### src/rtl/hsiao_ecc_scrubber_if.sv
// Arbiter-side memory port of the Hsiao (13,8) scrubber.
// Request/grant handshake; read data returns the cycle after a granted read.
interface hsiao_ecc_scrubber_if #(
   parameter int ADDR_W = 8
);
   logic              mem_req;
   logic              mem_we;
   logic [ADDR_W-1:0] mem_addr;
   logic [12:0]       mem_wdata;
   logic              mem_gnt;
   logic [12:0]       mem_rdata;

   modport master (
      output mem_req, mem_we, mem_addr, mem_wdata,
      input  mem_gnt, mem_rdata
   );

   modport slave (
      input  mem_req, mem_we, mem_addr, mem_wdata,
      output mem_gnt, mem_rdata
   );
endinterface

### src/rtl/hsiao_ecc_scrubber.sv
// Background scrubber for Hsiao (13,8) SEC-DED memory: reads every word once per pass,
// writes back single-bit corrections, and keeps saturating SEC/DED statistics.
module hsiao_ecc_scrubber #(
   parameter int ADDR_W = 8,
   parameter int DEPTH  = 256,
   parameter int CNT_W  = 16
) (
   input  logic                 clk,
   input  logic                 rst,
   input  logic                 start,
   input  logic                 clear_stats,
   output logic                 busy,
   output logic                 done,
   hsiao_ecc_scrubber_if.master mem,
   output logic [CNT_W-1:0]     sec_count,
   output logic [CNT_W-1:0]     ded_count,
   output logic                 ded_flag,
   output logic [ADDR_W-1:0]    ded_addr
);
   typedef enum logic [2:0] {S_IDLE, S_READ, S_WAIT, S_CHECK, S_WRITE, S_DONE} state_t;

   localparam logic [ADDR_W-1:0] LAST_ADDR = ADDR_W'(DEPTH - 1);

   state_t            state;
   state_t            state_next;
   logic [ADDR_W-1:0] addr;
   logic [12:0]       word;
   logic [4:0]        syndrome;
   logic [12:0]       flip;
   logic              is_sec;
   logic              is_ded;
   logic              advance;
   logic              last;

   always_comb begin
      syndrome[4] = word[12] ^ word[11] ^ word[10] ^ word[9] ^ word[4];
      syndrome[3] = word[12] ^ word[8] ^ word[7] ^ word[6] ^ word[3];
      syndrome[2] = word[11] ^ word[10] ^ word[7] ^ word[6] ^ word[5] ^ word[2];
      syndrome[1] = word[11] ^ word[9] ^ word[8] ^ word[6] ^ word[5] ^ word[1];
      syndrome[0] = word[12] ^ word[10] ^ word[9] ^ word[8] ^ word[7] ^ word[5] ^ word[0];
   end

   // A syndrome matching an H-matrix column names the single bit to flip; anything else nonzero is DED.
   always_comb begin
      flip = '0;
      case (syndrome)
         5'd25:   flip[12] = 1'b1;
         5'd22:   flip[11] = 1'b1;
         5'd21:   flip[10] = 1'b1;
         5'd19:   flip[9]  = 1'b1;
         5'd11:   flip[8]  = 1'b1;
         5'd13:   flip[7]  = 1'b1;
         5'd14:   flip[6]  = 1'b1;
         5'd7:    flip[5]  = 1'b1;
         5'd16:   flip[4]  = 1'b1;
         5'd8:    flip[3]  = 1'b1;
         5'd4:    flip[2]  = 1'b1;
         5'd2:    flip[1]  = 1'b1;
         5'd1:    flip[0]  = 1'b1;
         default: flip     = '0;
      endcase
   end

   assign is_sec = |flip;
   assign is_ded = (syndrome != 5'd0) && !is_sec;
   assign last   = (addr == LAST_ADDR);

   always_ff @(posedge clk or posedge rst) begin
      if (rst) state <= S_IDLE;
      else     state <= state_next;
   end

   always_comb begin
      state_next = state;
      advance    = 1'b0;
      case (state)
         S_IDLE:  if (start) state_next = S_READ;
         S_READ:  if (mem.mem_gnt) state_next = S_WAIT;
         S_WAIT:  state_next = S_CHECK;
         S_CHECK: if (is_sec) state_next = S_WRITE;
                  else        advance    = 1'b1;
         S_WRITE: if (mem.mem_gnt) advance = 1'b1;
         S_DONE:  state_next = S_IDLE;
         default: state_next = S_IDLE;
      endcase
      if (advance) state_next = last ? S_DONE : S_READ;
   end

   // The word register holds the raw read, then the corrected codeword that WRITE drives out.
   always_ff @(posedge clk or posedge rst) begin
      if (rst) begin
         addr <= '0;
         word <= '0;
      end else begin
         if (state == S_IDLE && start) addr <= '0;
         else if (advance && !last)    addr <= addr + ADDR_W'(1);
         if (state == S_WAIT)          word <= mem.mem_rdata;
         else if (state == S_CHECK)    word <= word ^ flip;
      end
   end

   always_ff @(posedge clk or posedge rst) begin
      if (rst) begin
         sec_count <= '0;
         ded_count <= '0;
         ded_flag  <= 1'b0;
         ded_addr  <= '0;
      end else if (clear_stats) begin
         sec_count <= '0;
         ded_count <= '0;
         ded_flag  <= 1'b0;
         ded_addr  <= '0;
      end else if (state == S_CHECK) begin
         if (is_sec && sec_count != '1) sec_count <= sec_count + CNT_W'(1);
         if (is_ded) begin
            if (ded_count != '1) ded_count <= ded_count + CNT_W'(1);
            if (!ded_flag) begin
               ded_flag <= 1'b1;
               ded_addr <= addr;
            end
         end
      end
   end

   assign busy          = (state != S_IDLE);
   assign done          = (state == S_DONE);
   assign mem.mem_req   = (state == S_READ) || (state == S_WRITE);
   assign mem.mem_we    = (state == S_WRITE);
   assign mem.mem_addr  = addr;
   assign mem.mem_wdata = (state == S_WRITE) ? word : 13'd0;
endmodule

### src/flat_wrapper.sv
// flat-port wrapper written by rule: the top's interface ports become plain ports
module hsiao_ecc_scrubber_flat 
#(
   parameter int ADDR_W = 8,
   parameter int DEPTH  = 256,
   parameter int CNT_W  = 16
)
  (clk, rst, start, clear_stats, busy, done, sec_count, ded_count, ded_flag, ded_addr, mem_mem_req, mem_mem_we, mem_mem_addr, mem_mem_wdata, mem_mem_gnt, mem_mem_rdata);
  hsiao_ecc_scrubber_if #(.ADDR_W(ADDR_W)) mem_i ();
  input  logic clk;
  input  logic rst;
  input  logic start;
  input  logic clear_stats;
  output logic busy;
  output logic done;
  output logic [CNT_W-1:0] sec_count;
  output logic [CNT_W-1:0] ded_count;
  output logic ded_flag;
  output logic [ADDR_W-1:0] ded_addr;
  output wire logic [$bits(mem_i.mem_req)-1:0] mem_mem_req;
  output wire logic [$bits(mem_i.mem_we)-1:0] mem_mem_we;
  output wire logic [$bits(mem_i.mem_addr)-1:0] mem_mem_addr;
  output wire logic [$bits(mem_i.mem_wdata)-1:0] mem_mem_wdata;
  input wire logic [$bits(mem_i.mem_gnt)-1:0] mem_mem_gnt;
  input wire logic [$bits(mem_i.mem_rdata)-1:0] mem_mem_rdata;
  assign mem_mem_req = mem_i.mem_req;
  assign mem_mem_we = mem_i.mem_we;
  assign mem_mem_addr = mem_i.mem_addr;
  assign mem_mem_wdata = mem_i.mem_wdata;
  assign mem_i.mem_gnt = mem_mem_gnt;
  assign mem_i.mem_rdata = mem_mem_rdata;
  hsiao_ecc_scrubber #(.ADDR_W(ADDR_W), .DEPTH(DEPTH), .CNT_W(CNT_W)) u_core (.clk(clk), .rst(rst), .start(start), .clear_stats(clear_stats), .busy(busy), .done(done), .mem(mem_i), .sec_count(sec_count), .ded_count(ded_count), .ded_flag(ded_flag), .ded_addr(ded_addr));
endmodule
### config.mk
export PLATFORM = sky130hd
export DESIGN_NAME = hsiao_ecc_scrubber_flat
export DESIGN_NICKNAME = d
export VERILOG_FILES = /design/src/rtl/hsiao_ecc_scrubber_if.sv /design/src/rtl/hsiao_ecc_scrubber.sv /design/src/flat_wrapper.sv
export SDC_FILE = /design/constraint.sdc
export NUM_CORES = 1
export LEC_CHECK = 0
export BUFFER_PORTS_ARGS = -buffer_cell sky130_fd_sc_hd__buf_2
export CAP_MARGIN = 40
export CORE_MARGIN = 2
export CORE_UTILIZATION = 36
export DETAILED_ROUTE_END_ITERATION = 10
export GPL_ROUTABILITY_DRIVEN = 0
export SYNTH_ARGS = -nofsm -noshare
export SYNTH_HDL_FRONTEND = slang
export SYNTH_SLANG_ARGS = --single-unit
### constraint.sdc
create_clock -name clk -period 6.3 [get_ports clk]
set_input_delay 1.26 -clock clk [delete_from_list [all_inputs] [get_ports clk]]
set_output_delay 1.26 -clock clk [all_outputs]
set_load 0.03 [all_outputs]
==> summary.txt <==
Yosys
  – Synth Area in XOR/XNOR: 13.2%
  – Multiplexer share of the synthesized area: 3.97%
  – Yosys top cell area share: 39.4%
  – Async SR Flop Fraction: 100%
  – Seq/Total Area, Yosys: 39.4%
  – Post-synth EDFFs: 0
  – Leading area contributor after synthesis: dfrtp_1
  – Largest family of logic cells by synthesized area: simple AND/OR/NAND/NOR gates
  – Yosys cell types: 58
  – Synthesized area: 4130 um2
  – Prevailing post-synth register cell: dfrtp_1
  – Compound-Gate Fraction of Synth Area: 16.0%
  – Cell count after synthesis: 437
  – Net Count, Synth: 458
  – Simple-gate portion of the synthesized area: 22.6%
  – Yosys reg bits: 65
  – Synthesized area per cell: 9.45 um2
  – YS warnings: 0
  – Ranking of synthesized cells by area: dfrtp_1 (39%), a21oi_1 (3.6%), nand2_1 (3.4%)
  – Adder-Cell Fraction of Synth Area: 0.909%

Setup path
  – Cell family with most CP delay: XOR/XNOR gates
  – Worst reg2reg startpoint: u_core.word[5]$_DFFE_PP0N_
  – Setup CP Type: flop to flop
  – Startpoint Class: flop
  – Max stage delay cell, worst path: o31ai_4
  – Stages on the worst setup path: 7
  – R2R Setup Slk: 3060 ps
  – R2R depth: 7
  – FF-to-FF End: u_core.sec_count[6]$_DFFE_PP0P_
  – Critical Path Max Stage Delay: 800 ps
  – Worst Path Max Fanout: 28
  – CP Capture Point: u_core.sec_count[6]$_DFFE_PP0P_
  – Data arrival, critical path: 3450 ps
  – Critical Path Start: u_core.word[5]$_DFFE_PP0N_
  – CP cell instances: xnor2_2, xnor3_1, xor2_1, a211oi_2, o31ai_4, nor4_1, mux2_1
  – WP data required: 6510 ps
  – Endpoint class of the critical path: flop
  – CP Buf/Inv Count: 0

GRT
  – GRT overflow: 0
  – Largest net degree at the start of global routing: 57
  – Initial antenna violation count: 0
  – Overall routing resource usage: 16.9%
  – First-pass GRT wire length: 17200 um
  – Vias in the first global route: 3496

Cells and area
  – Nets@finish: 531
  – Commonest non-fill, non-tap cell in the layout: buf_2
  – Layout area overhead: 19.4%
  – Share of layout cells above drive strength 1: 23.3%
  – Util after Layout: 43.5%
  – Ant diodes: 0
  – Most frequent cells in the layout: buf_2 (83), dfrtp_1 (65), nand2_1 (37)

Timing
  – Post-route minimum period: 3240 ps
  – Final Cycle Share: 51.5%
  – Final Slew Violations: 0
  – Final Hold Viols: 0
  – Final setup viols: 0
  – Worst slew margin: 39.9%
  – Worst Tran Pin Value: 902 ps
  – Setup TNS: 0 ps
  – RSZ-0062 raised after global routing: no
  – Clock Skew: 7.38 ps
  – FMAX: 0.308 GHz
  – Worst hold slack: 515 ps

Clocking
  – CTS sink cnt: 65
  – H-Tree Depth: 3
  – Reg clk slew, reported paths: 50 ps
  – Clk_lat worst skew: 330 ps
  – Clock Tree Buf Depth: 2
  – CTS hold repair buffers: 0
  – CTS root buf: clkbuf_16
  – Setup bufs post-CTS: 0
  – Total CTS buffers: 9
  – CTS tree: built
  – Post-CTS Resized: 0

Routing
  – DRC: 0
  – Routed Antenna Nets: 0
  – DR vias/cell: 5.41
  – DRT Pass-1 Iters: 4
  – Routed len/inst: 15.2 um
  – Initial DRC count: 134
  – Via count: 3556
  – Final wirelength: 9990 um

Job
  – Max-cap violations: 0

Floorplan
  – Die Wd: 111 um
  – Full die area: 12300 um2
  – DIE HEIGHT: 111 um
  – Initial core utilization: 36.5%
  – Num ports: 84
  – Core area: 11300 um2
  – Row count: 39

Status
  – Status: finished clean

Placed design
  – IO buf count: 83
  – Hpwl dp: 7060 um

Hold path
  – Hold Crit Class: flop to flop
[cell type report]
cell class | instances | area, um2
Fill cell | 1130 | 6390
Inverter | 11 | 41.3
Tap cell | 143 | 179
Clock buffer | 10 | 229
Sequential cell | 65 | 1630
Clock inverter | 5 | 33.8
Timing Repair Buffer | 88 | 480
Multi-Input combinational cell | 335 | 2340
[cell usage after synthesis, types with 12 or more instances]
master and instances:
dfrtp_1 65, and2_1 14, or3_1 17, xor2_1 12, nand3_1 26, o21ai_0 26, o31ai_1 17, nand2_1 37
or4_1 14, a21oi_1 30, mux2i_1 13, nor2_1 30, clkbuf_1 14, xnor2_1 12
[cells by family after synthesis]
| logic type | count (synthesis) |
|---|---|
| flops | 65 |
| mux | 16 |
| xor+xnor | 39 |
| buf+inv | 37 |
| simple gates | 177 |
| compound gates | 100 |
| fa+ha+maj | 3 |
[metal layers]
layer	share of wire (%)	GRT usage (%)	vias to the layer above
li1	-	-	1729
met1	46	23.1	1736
met2	48	26.8	80
met3	4.7	3.39	11
met4	1.3	5.68	0
met5	0	0	-
[state kept, by name (all words and copies together) (netlist names)]
register	count
u_core.ded_count	16
u_core.mem.mem_addr	8
u_core.ded_flag	1
u_core.state	3
u_core.sec_count	16
u_core.ded_addr	8
u_core.word	13
[worst register-to-register path, delay by kind of cell, from the launching register on]
family	cells	cell delay [ps]
and+or+nand+nor	1	130
AOI/OAI and AO/OA	2	900
DFF	1	450
xor gates and xnor gates	3	1300
muxes	1	340
[how the worst min path moves through the flow]
stage | start | endpoint | slack [ps] | depth (start not counted)
after floorplan | u_core.state[2]$_DFFE_PP0P_ | u_core.state[1]$_DFFE_PP0P_ | 500 | 1
after global placement | u_core.ded_addr[2]$_DFFE_PP0P_ | u_core.ded_addr[2]$_DFFE_PP0P_ | 510 | 2
after detailed placement | u_core.ded_addr[2]$_DFFE_PP0P_ | u_core.ded_addr[2]$_DFFE_PP0P_ | 510 | 2
after CTS | u_core.ded_addr[2]$_DFFE_PP0P_ | u_core.ded_addr[2]$_DFFE_PP0P_ | 520 | 2
after global routing | u_core.ded_addr[0]$_DFFE_PP0P_ | u_core.ded_addr[0]$_DFFE_PP0P_ | 550 | 2
final | u_core.ded_addr[2]$_DFFE_PP0P_ | u_core.ded_addr[2]$_DFFE_PP0P_ | 520 | 2
[stage by stage]
step           cell area (um2)  setup slack (ps)  instances
3_3_place_gp              4620              2980        640
3_5_place_dp              4670              3090        642
4_1_cts                   4930              3060        657
2_1_floorplan             4130              3260        437
5_1_grt                   4930              2800        657
6_report                  4930              3060        657
Power is left out: the tool's default activity adds up to more than one toggle a clock period on the data nets, which glitch-free logic cannot reach.
